## src/rtl/sipo_rx_if.sv

```systemverilog
`default_nettype none
// ============================================================================
// Module      : sipo_rx_if
// Description : Bundle of the serial-line input, frame configuration and
//               received-byte/status outputs of the UART receive deserializer.
//               master = the side driving the serial line (transmitter or bench)
//               slave  = the receiver (sipo_rx)
// Signals     : data_rx      serial line, idle high
//               parity_type  00 none, 01 odd, 10 even, 11 none
//               data_out     last received byte
//               active_flag  frame reception in progress
//               done_flag    one-cycle pulse when data_out/error flags update
//               parity_error parity mismatch of the last frame
//               stop_error   stop bit sampled low in the last frame
// Revision    : 1.0 - initial release
// ============================================================================
interface sipo_rx_if #(
    parameter int DATA_BITS = 8
);
    logic                 data_rx;
    logic [1:0]           parity_type;
    logic [DATA_BITS-1:0] data_out;
    logic                 active_flag;
    logic                 done_flag;
    logic                 parity_error;
    logic                 stop_error;

    modport master (
        output data_rx, parity_type,
        input  data_out, active_flag, done_flag, parity_error, stop_error
    );

    modport slave (
        input  data_rx, parity_type,
        output data_out, active_flag, done_flag, parity_error, stop_error
    );
endinterface
`default_nettype wire

```

## src/rtl/sipo_rx.sv

```systemverilog
`default_nettype none
// ============================================================================
// Module      : sipo_rx
// Description : UART receive deserializer. Oversamples the serial line,
//               recovers start / LSB-first data / optional parity / stop, and
//               presents the byte plus parity and framing error flags.
// Ports       : baud_clk  clock, OVERSAMPLE x baud rate
//               reset     synchronous active-high reset
//               bus       sipo_rx_if.slave (line in, config, byte and flags out)
// Parameters  : OVERSAMPLE  clock cycles per bit (even, >= 4)
//               DATA_BITS   data bits per frame
// Options     : RX_MAJORITY_VOTE_EN - each bit decision is the 2-of-3 majority
//               of the synchronized line at mid-1, mid, mid+1.
// Revision    : 1.0 - initial release
// ============================================================================
module sipo_rx #(
    parameter int OVERSAMPLE = 16,
    parameter int DATA_BITS  = 8
) (
    input  wire logic baud_clk,
    input  wire logic reset,
    sipo_rx_if.slave  bus
);
    localparam int c_TICK_W = $clog2(OVERSAMPLE);
    localparam int c_BIT_W  = $clog2(DATA_BITS + 1);

    localparam logic [c_TICK_W-1:0] c_BIT_END  = c_TICK_W'(OVERSAMPLE - 1);
    localparam logic [c_BIT_W-1:0]  c_LAST_BIT = c_BIT_W'(DATA_BITS - 1);
`ifdef RX_MAJORITY_VOTE_EN
    // Decide one cycle later so the vote window (mid-1..mid+1) is complete.
    // All later bit decisions inherit the same one-cycle shift.
    localparam logic [c_TICK_W-1:0] c_START_TICK = c_TICK_W'(OVERSAMPLE / 2);
`else
    localparam logic [c_TICK_W-1:0] c_START_TICK = c_TICK_W'(OVERSAMPLE / 2 - 1);
`endif

    typedef enum logic [2:0] {
        S_IDLE   = 3'd0,
        S_START  = 3'd1,
        S_DATA   = 3'd2,
        S_PARITY = 3'd3,
        S_STOP   = 3'd4
    } state_t;

    state_t                r_state;
    state_t                w_state_nxt;
    logic                  r_sync1;
    logic                  r_sync2;
    logic                  r_rx_prev;
    logic [c_TICK_W-1:0]   r_tick;
    logic [c_BIT_W-1:0]    r_bit_cnt;
    logic [DATA_BITS-1:0]  r_shift;
    logic                  r_par_mis;
    logic [DATA_BITS-1:0]  r_data_out;
    logic                  r_done;
    logic                  r_par_err;
    logic                  r_stop_err;

    logic w_fall;
    logic w_sample;
    logic w_mid;
    logic w_par_on;
    logic w_par_exp;
    logic w_tick_clr;
    logic w_frame_start;
    logic w_shift_en;
    logic w_par_en;
    logic w_done;

    // ------------------------------------------------------------------
    // Line synchronizer and edge history (all ones at reset = idle line)
    // ------------------------------------------------------------------
    always_ff @(posedge baud_clk) begin
        if (reset) begin
            r_sync1   <= 1'b1;
            r_sync2   <= 1'b1;
            r_rx_prev <= 1'b1;
        end else begin
            r_sync1   <= bus.data_rx;
            r_sync2   <= r_sync1;
            r_rx_prev <= r_sync2;
        end
    end

    assign w_fall = r_rx_prev & ~r_sync2;

`ifdef RX_MAJORITY_VOTE_EN
    logic r_rx_prev2;

    always_ff @(posedge baud_clk) begin
        if (reset) begin
            r_rx_prev2 <= 1'b1;
        end else begin
            r_rx_prev2 <= r_rx_prev;
        end
    end

    assign w_sample = (r_rx_prev2 & r_rx_prev) | (r_rx_prev2 & r_sync2) | (r_rx_prev & r_sync2);
`else
    assign w_sample = r_sync2;
`endif

    assign w_mid     = (r_tick == c_BIT_END);
    assign w_par_on  = (bus.parity_type == 2'b01) || (bus.parity_type == 2'b10);
    // Even parity bit makes total ones even; odd makes it odd.
    assign w_par_exp = (bus.parity_type == 2'b10) ? ^r_shift : ~^r_shift;

    // ------------------------------------------------------------------
    // FSM
    // ------------------------------------------------------------------
    always_ff @(posedge baud_clk) begin
        if (reset) begin
            r_state <= S_IDLE;
        end else begin
            r_state <= w_state_nxt;
        end
    end

    always_comb begin
        w_state_nxt   = r_state;
        w_tick_clr    = 1'b0;
        w_frame_start = 1'b0;
        w_shift_en    = 1'b0;
        w_par_en      = 1'b0;
        w_done        = 1'b0;
        case (r_state)
            S_IDLE: begin
                if (w_fall) begin
                    w_state_nxt = S_START;
                    w_tick_clr  = 1'b1;
                end
            end
            S_START: begin
                if (r_tick == c_START_TICK) begin
                    if (!w_sample) begin
                        w_state_nxt   = S_DATA;
                        w_tick_clr    = 1'b1;
                        w_frame_start = 1'b1;
                    end else begin
                        // Line back high at mid-start: glitch, not a frame.
                        w_state_nxt = S_IDLE;
                    end
                end
            end
            S_DATA: begin
                if (w_mid) begin
                    w_shift_en = 1'b1;
                    if (r_bit_cnt == c_LAST_BIT) begin
                        w_state_nxt = w_par_on ? S_PARITY : S_STOP;
                    end
                end
            end
            S_PARITY: begin
                if (w_mid) begin
                    w_par_en    = 1'b1;
                    w_state_nxt = S_STOP;
                end
            end
            S_STOP: begin
                if (w_mid) begin
                    // Leave at mid-stop so a back-to-back start edge is caught.
                    w_done      = 1'b1;
                    w_state_nxt = S_IDLE;
                end
            end
            default: begin
                w_state_nxt = S_IDLE;
            end
        endcase
    end

    // ------------------------------------------------------------------
    // Datapath
    // ------------------------------------------------------------------
    always_ff @(posedge baud_clk) begin
        if (reset) begin
            r_tick     <= '0;
            r_bit_cnt  <= '0;
            r_shift    <= '0;
            r_par_mis  <= 1'b0;
            r_data_out <= '0;
            r_done     <= 1'b0;
            r_par_err  <= 1'b0;
            r_stop_err <= 1'b0;
        end else begin
            r_done <= w_done;

            if (w_tick_clr || (r_state == S_IDLE)) begin
                r_tick <= '0;
            end else begin
                r_tick <= w_mid ? '0 : r_tick + c_TICK_W'(1);
            end

            if (w_frame_start) begin
                r_bit_cnt <= '0;
                r_par_mis <= 1'b0;
            end else if (w_shift_en) begin
                r_bit_cnt <= r_bit_cnt + c_BIT_W'(1);
            end

            // LSB arrives first: shift right, newest bit enters at the MSB.
            if (w_shift_en) begin
                r_shift <= {w_sample, r_shift[DATA_BITS-1:1]};
            end

            if (w_par_en) begin
                r_par_mis <= (w_sample != w_par_exp);
            end

            if (w_done) begin
                r_data_out <= r_shift;
                r_stop_err <= ~w_sample;
                r_par_err  <= r_par_mis;
            end
        end
    end

    assign bus.data_out     = r_data_out;
    assign bus.active_flag  = (r_state != S_IDLE);
    assign bus.done_flag    = r_done;
    assign bus.parity_error = r_par_err;
    assign bus.stop_error   = r_stop_err;

endmodule
`default_nettype wire
```

## src/flat_wrapper.sv

```systemverilog
// flat-port wrapper written by rule: the top's interface ports become plain ports
module sipo_rx_flat 
#(
    parameter int OVERSAMPLE = 16,
    parameter int DATA_BITS  = 8
)
  (baud_clk, reset, bus_data_rx, bus_parity_type, bus_data_out, bus_active_flag, bus_done_flag, bus_parity_error, bus_stop_error);
  sipo_rx_if #(.DATA_BITS(DATA_BITS)) bus_i ();
  input  wire logic baud_clk;
  input  wire logic reset;
  input wire logic [$bits(bus_i.data_rx)-1:0] bus_data_rx;
  input wire logic [$bits(bus_i.parity_type)-1:0] bus_parity_type;
  output wire logic [$bits(bus_i.data_out)-1:0] bus_data_out;
  output wire logic [$bits(bus_i.active_flag)-1:0] bus_active_flag;
  output wire logic [$bits(bus_i.done_flag)-1:0] bus_done_flag;
  output wire logic [$bits(bus_i.parity_error)-1:0] bus_parity_error;
  output wire logic [$bits(bus_i.stop_error)-1:0] bus_stop_error;
  assign bus_i.data_rx = bus_data_rx;
  assign bus_i.parity_type = bus_parity_type;
  assign bus_data_out = bus_i.data_out;
  assign bus_active_flag = bus_i.active_flag;
  assign bus_done_flag = bus_i.done_flag;
  assign bus_parity_error = bus_i.parity_error;
  assign bus_stop_error = bus_i.stop_error;
  sipo_rx #(.OVERSAMPLE(OVERSAMPLE), .DATA_BITS(DATA_BITS)) u_core (.baud_clk(baud_clk), .reset(reset), .bus(bus_i));
endmodule
```

## config.mk

```make
export PLATFORM = sky130hd
export DESIGN_NAME = sipo_rx_flat
export DESIGN_NICKNAME = d
export VERILOG_FILES = /design/src/rtl/sipo_rx_if.sv /design/src/rtl/sipo_rx.sv /design/src/flat_wrapper.sv
export SDC_FILE = /design/constraint.sdc
export NUM_CORES = 1
export LEC_CHECK = 0
export ABC_CLOCK_PERIOD_IN_PS = 1400
export CAP_MARGIN = 20
export CORE_ASPECT_RATIO = 0.9
export CORE_MARGIN = 10
export CORE_UTILIZATION = 49
export CTS_CLUSTER_DIAMETER = 50
export CTS_CLUSTER_SIZE = 25
export DETAILED_ROUTE_END_ITERATION = 12
export PLACE_DENSITY = 0.75
export SETUP_SLACK_MARGIN = 0.02
export SYNTH_ARGS = -nofsm -noshare
export SYNTH_HDL_FRONTEND = slang
export SYNTH_SLANG_ARGS = --single-unit
```

## constraint.sdc

```tcl
create_clock -name baud_clk -period 1.4 [get_ports baud_clk]
set_input_delay 0.14 -clock baud_clk [delete_from_list [all_inputs] [get_ports baud_clk]]
set_output_delay 0.14 -clock baud_clk [all_outputs]
set_load 0.05 [all_outputs]
```

==> results.cfg, run 1 <==
[yosys]
netlist_instances = 155
synth_seq_area_share_pct = 46.7
syn-num-nets = 163
yosys_warnings = 0
syn_area_um2 = 1460
synthTopCellsByArea = dfxtp_1, mux2i_1, nor2_1
synthesis.area_per_instance_um2 = 9.40
ys_seq_elements = 34
synth_top_area_share_pct = 46.7
yosysTopAreaCell = dfxtp_1
ys_types = 30

[sta]
clock_skew_ps = 13.7
final_max_slew_viol_count = 0
period_needed_ps = 1500
hold_viol = 0
finalSetupViolCount = 17
min_period_over_period_pct = 107
max-slew-margin-rel_pct = 79.1
tightest_slew_ps = 313
rsz0062_at_grt = true
setup_ws_ps = -96.7
max_freq_ghz = 0.668
setup_tns_ps = -328

[worst_setup_path]
r2r_slack_ps = -40
r2r-start = u_core.r_state[0]$_SDFFE_PP0P_
crit_arrival_ps = 1360
rr_endpoint = u_core.r_shift[0]$_SDFFE_PP0P_
ff2ff_path_depth = 7
cp_slowest_stage_delay_ps = 400
end_kind = output pin
cp_cell_sequence = buf_6, or3_4, buf_8
cp_slowest_cell = or3_4
path_max_fanout = 4
critical_path_class = reg2out
cp.required_ps = 1260
start_kind = register

[floorplan]
die_h_um = 71.7
pin_count = 17
num_rows = 18
fp.dieArea_um2 = 5560
die_w_um = 77.5
core_um2 = 2790
initial_core_util_pct = 52.2

[clock_network]
cts_buffer_depth = 2
clkTransAtPathRegs_ps = 110
h-tree-depth = 2
worst_skew_pair.late_latency_ps = 330
cts.sinks = 34
root_buffer = clkbuf_4
cts_hold_buf = 0
cts_inserted_buffers = 5
cts_tree = done

[global_routing]
grt_pass1_wl_um = 5450
grt_max_degree = 13
grt_util_all_layers_pct = 11.8
first_global_vias = 1172
overflow = 0
antenna_found_initial = 0

[min_path]
hp-class = in2reg
hold_start = bus_data_rx
whs_path_depth = 2
min_to = u_core.r_sync1$_SDFF_PP1_

[run_status]
status = finished with violations
violations = setup timing

[power_and_ir_drop]
p_leak_nw = 0.915
ir_drop_mv = 0.763
power_density_nw_per_um2 = 763

[layout]
final_nets = 207
mostFrequentLayoutCell = buf_4
n_fill_cell = 175
design_area_um2 = 2180
post-route-util_pct = 78.0
antenna_cells = 0
layout-drive-gt1-share_pct = 48.5
final_cells = 240
synthToLayoutAreaGrowth_pct = 49.4
final_cell_mix = buf_4, dfxtp_1, nor2_1, mux2i_1, buf_6

[detailed_routing]
drt_iter0_drc = 125
wl_per_cell_um = 16.7
totalWireLength_um = 4010
drt_pre_antenna_iters = 4
vias_per_cell = 5.35
via_count = 1284
ant_nets = 0
post-route-drc-count = 0

[run]
max_cap_violations = 0

[place]
hpwl_um = 2180
place_ws_ps = -390
io_buffers = 16
gp_congestion = 0.749
dp_cells = 222
place_area_um2 = 1760
-- cell usage after synthesis --
library cell  instances
and3_1                2
xnor2_1               9
a2111oi_0             1
mux2i_1              13
nand2b_1              1
nor4b_2               1
buf_4                 1
nand2_1               9
nor2_1               24
nor3b_4               1
nand2_2               1
o32ai_2               1
a21oi_1              11
clkbuf_2              1
o211ai_1              1
inv_1                 3
or2_2                 4
nand4b_1              1
ha_1                  3
or3_1                 2
xor2_1                4
o21ai_1               1
o21bai_1              1
dfxtp_1              34
buf_2                 4
xnor3_1               1
nand4_1               1
clkbuf_1              4
nand3_1              14
and3b_1               1
-- routing by layer --
layer | up-vias | global-route usage (%) | wire, um
li1 | 613 | - | -
met1 | 617 | 14.3 | 1740
met2 | 46 | 19.3 | 2000
met3 | 8 | 3.74 | 186
met4 | 0 | 4.25 | 89
met5 | - | 0 | 0
-- registers in the layout (all words and copies together) (netlist names) --
signal	flops
u_core.bus.data_out	8
u_core.r_shift	8
u_core.r_bit_cnt	4
u_core.r_tick	4
u_core.r_state	3
u_core.bus.done_flag	1
u_core.bus.parity_error	1
u_core.bus.stop_error	1
u_core.r_par_mis	1
u_core.r_rx_prev	1
u_core.r_sync1	1
u_core.r_sync2	1
-- worst max-delay path, delay by kind of cell (launching register included) --
| kind | cells | cell delay, ps |
|---|---|---|
| simple gates | 1 | 400 |
| buf+inv | 2 | 280 |
| flops | 1 | 340 |
-- worst max-delay path by stage --
stage / start / end / slack (ps)
after CTS: u_core.r_state[1]$_SDFFE_PP0P_ / bus_active_flag / -100
after detailed placement: bus_parity_type[0] / u_core.r_par_mis$_SDFFE_PP0P_ / -390
final: u_core.r_state[0]$_SDFFE_PP0P_ / bus_active_flag / -100
after global routing: u_core.r_state[0]$_SDFFE_PP0P_ / bus_active_flag / -150
after global placement: bus_parity_type[0] / u_core.r_par_mis$_SDFFE_PP0P_ / -360
after floorplan: u_core.r_tick[0]$_SDFF_PP0_ / u_core.r_state[0]$_SDFFE_PP0P_ / 10
-- metrics by stage --
step	hold slack (ps)	total power [W]
2_1_floorplan	244	0.00105
3_3_place_gp	400	0.00108
3_5_place_dp	397	0.00108
4_1_cts	362	0.00166
5_1_grt	358	0.00173
6_report	374	0.00166
-- logic make-up after synthesis --
group / count (synthesis) / share of synthesized area [%]
mux: 13 / 8.93
xor+xnor: 14 / 9.36
fa+ha+maj: 3 / 2.58
simple gates: 62 / 21.5
compound gates: 16 / 6.87
flops: 34 / 46.7
buf+inv: 13 / 4.03
-- area by class of cell --
class                           instances  area [um^2]  share of cell area [%]
Multi-Input combinational cell        109          937                    43.0
Timing Repair Buffer                   46          417                    19.1
Sequential cell                        34          699                    32.1
Tap cell                               40         50.0                    2.30
Inverter                                3         11.3                   0.517
Clock buffer                            6         51.3                    2.35
Clock inverter                          2         12.5                   0.574
-- power by group --
group	leakage, nW	internal (W)	switching, W
combinational	0.601	0.0000569	0.0000523
sequential	0.279	0.000968	0.00000719
clock	0.0343	0.000241	0.000336
-- repair_timing --
item | CTS | global route
gates cloned | 0 | 1
pin swaps | 8 | 24
resized for setup | 22 | 44
buffers inserted | 5 | 4
setup endpoints to repair | 11 | 30
No activity file was read; power rests on OpenSTA's default activity.
==> run 2, diff against run 1 <==
--- a/config.mk
+++ b/config.mk
@@ -11,3 +11,3 @@
 export CORE_MARGIN = 10
-export CORE_UTILIZATION = 49
+export CORE_UTILIZATION = 45
 export CTS_CLUSTER_DIAMETER = 50
@@ -15,3 +15,3 @@
 export DETAILED_ROUTE_END_ITERATION = 12
-export PLACE_DENSITY = 0.75
+export PLACE_DENSITY = 0.7
 export SETUP_SLACK_MARGIN = 0.02
--- a/constraint.sdc
+++ b/constraint.sdc
@@ -3,2 +3,2 @@
 set_output_delay 0.14 -clock baud_clk [all_outputs]
-set_load 0.05 [all_outputs]
+set_load 0.1 [all_outputs]
==> results.cfg, run 2 (synthesized netlist as in run 1, its figures left out) <==
[run_status]
status = finished with violations
violations = setup timing

[sta]
setup_tns_ps = -82.9
min_period_over_period_pct = 106
rsz0062_at_grt = true
max-slew-margin-rel_pct = 81.9
final_max_slew_viol_count = 0
finalSetupViolCount = 1
period_needed_ps = 1480
max_freq_ghz = 0.674
setup_ws_ps = -82.9
hold_ws_ps = 374
hold_viol = 0
tightest_slew_ps = 271
clock_skew_ps = 8.16

[clock_network]
cts_inserted_buffers = 5
cts_tree = done
worst_skew_pair.late_latency_ps = 320
h-tree-depth = 2
root_buffer = clkbuf_4
cts.sinks = 34
cts_buffer_depth = 2
clkTransAtPathRegs_ps = 100

[min_path]
hp-class = in2reg
whs_path_depth = 2
hold_start = bus_data_rx
min_to = u_core.r_sync1$_SDFF_PP1_

[run]
max_cap_violations = 0

[worst_setup_path]
end_kind = output pin
path_buf_inv = 2
crit_arrival_ps = 1340
cp.required_ps = 1260
critical_path_class = reg2out
ff2ff_path_depth = 7
r2r-start = u_core.r_state[2]$_SDFFE_PP0P_
cp_slowest_stage_delay_ps = 390
r2r_slack_ps = 10
cp_slowest_cell = or3_4
cp_cell_sequence = buf_6, or3_4, buf_12
rr_endpoint = u_core.r_bit_cnt[1]$_SDFFE_PP0P_
start_kind = register
path_max_fanout = 2
cp_top_family = simple AND/OR/NAND/NOR gates

[global_routing]
grt_pass1_wl_um = 5790
antenna_found_initial = 0
grt.met2_usage_pct = 20.5
overflow = 0
use_met3_pct = 3.61
grt-busiest-layer = met2
grt_util_all_layers_pct = 12.4
first_global_vias = 1232
grt_max_degree = 14
grtUsageMet1_pct = 14.5

[power_and_ir_drop]
total_power_w = 0.00156
p_leak_nw = 0.913
power_density_nw_per_um2 = 705
ir_drop_mv = 0.622

[layout]
final_cell_mix = dfxtp_1, nor2_1, buf_4, buf_12, mux2i_1
design_area_um2 = 2220
n_fill_cell = 228
synthToLayoutAreaGrowth_pct = 52.3
antenna_cells = 0
layout-drive-gt1-share_pct = 42.1
final_nets = 203
mostFrequentLayoutCell = dfxtp_1

[floorplan]
initial_core_util_pct = 47.2
core_um2 = 3090
pin_count = 17
die_h_um = 74.0
die_w_um = 80.0
fp.dieArea_um2 = 5920
num_rows = 19

[place]
place_ws_ps = -480
hpwl_um = 2550
io_buffers = 16
gp_congestion = 0.722
place_area_um2 = 1900

[detailed_routing]
ant_nets = 0
post-route-drc-count = 0
totalWireLength_um = 3650
drt_iter0_drc = 55
via_count = 1218
wl_per_cell_um = 15.4
drt_pre_antenna_iters = 4
vias_per_cell = 5.14
==> run 2: cell types whose count changed in the layout (fill, tap and decap cells not counted), sizes merged <==
cell | previous run | this run
dlymetal6s2s | 2 | 0
buf | 42 | 37
clkinvlp | 1 | 0
clkinv | 1 | 2
clkdlybuf4s50 | 2 | 4
==> run 2: through the flow <==
| stage | cells | utilization (%) |
|---|---|---|
| finish | 237 | 71.8 |
| global route | 237 | 71.8 |
| CTS | 232 | 66.7 |
| detailed placement | 221 | 61.6 |
| global placement | 221 | 61.6 |
| floorplan | 155 | - |
==> run 2: cell type report <==
cell class / instances / area, um^2 / area share, %
multi-input cells: 109 / 885 / 39.9
clock buffers: 5 / 37.5 / 1.69
flip-flops and latches: 34 / 696 / 31.3
well taps: 42 / 52.6 / 2.37
clock inverters: 2 / 10.0 / 0.451
repair buffers: 42 / 528 / 23.8
inverters: 3 / 11.3 / 0.507
==> run 2: worst reg2reg max path: cells and delay by family (launching register included) <==
kind / cells / cell delay [ps]
flip-flops: 1 / 340
AND/OR/NAND/NOR: 2 / 270
AO/OA/AOI/OAI: 1 / 140
buffers and inverters: 4 / 580
==> run 2: routing by layer <==
metal / part of all wire, % / vias up
li1: - / 604
met1: 44 / 589
met2: 52 / 21
met3: 3.4 / 4
met4: 0.80 / 0
met5: 0 / -
==> run 2: power breakdown <==
| group | switching (W) | total (W) | leakage, nW | internal [W] |
|---|---|---|---|---|
| clock network | 0.000306 | 0.000486 | 0.0308 | 0.000180 |
| logic | 0.0000528 | 0.000102 | 0.604 | 0.0000489 |
| registers | 0.00000669 | 0.000976 | 0.278 | 0.000969 |
| total | 0.000365 | 0.00156 | 0.913 | 0.00120 |
==> run 2: repair_timing <==
action,in CTS,in global routing
buffers inserted,4,3
hold buffers,0,0
gates resized for setup,18,24
pin swaps,9,7
cloned,0,2
setup endpoints to repair,18,30
==> run 2: how the worst max path moves through the flow <==
| stage | startpoint | end | slack, ps | depth (start not counted) |
|---|---|---|---|---|
| after floorplan | u_core.r_tick[0]$_SDFF_PP0_ | u_core.r_state[0]$_SDFFE_PP0P_ | 10 | 5 |
| after global placement | bus_parity_type[0] | u_core.r_par_mis$_SDFFE_PP0P_ | -350 | 7 |
| after CTS | u_core.r_state[2]$_SDFFE_PP0P_ | bus_active_flag | -80 | 3 |
| final | u_core.r_state[2]$_SDFFE_PP0P_ | bus_active_flag | -80 | 3 |
| after global routing | u_core.r_state[2]$_SDFFE_PP0P_ | bus_active_flag | -110 | 3 |
| after detailed placement | bus_parity_type[0] | u_core.r_par_mis$_SDFFE_PP0P_ | -480 | 7 |
==> run 3, diff against run 2 <==
- GPL_TIMING_DRIVEN: not set -> 1
==> results of run 3 <==
Final layout, timing and power as in run 2 (identical DEF).
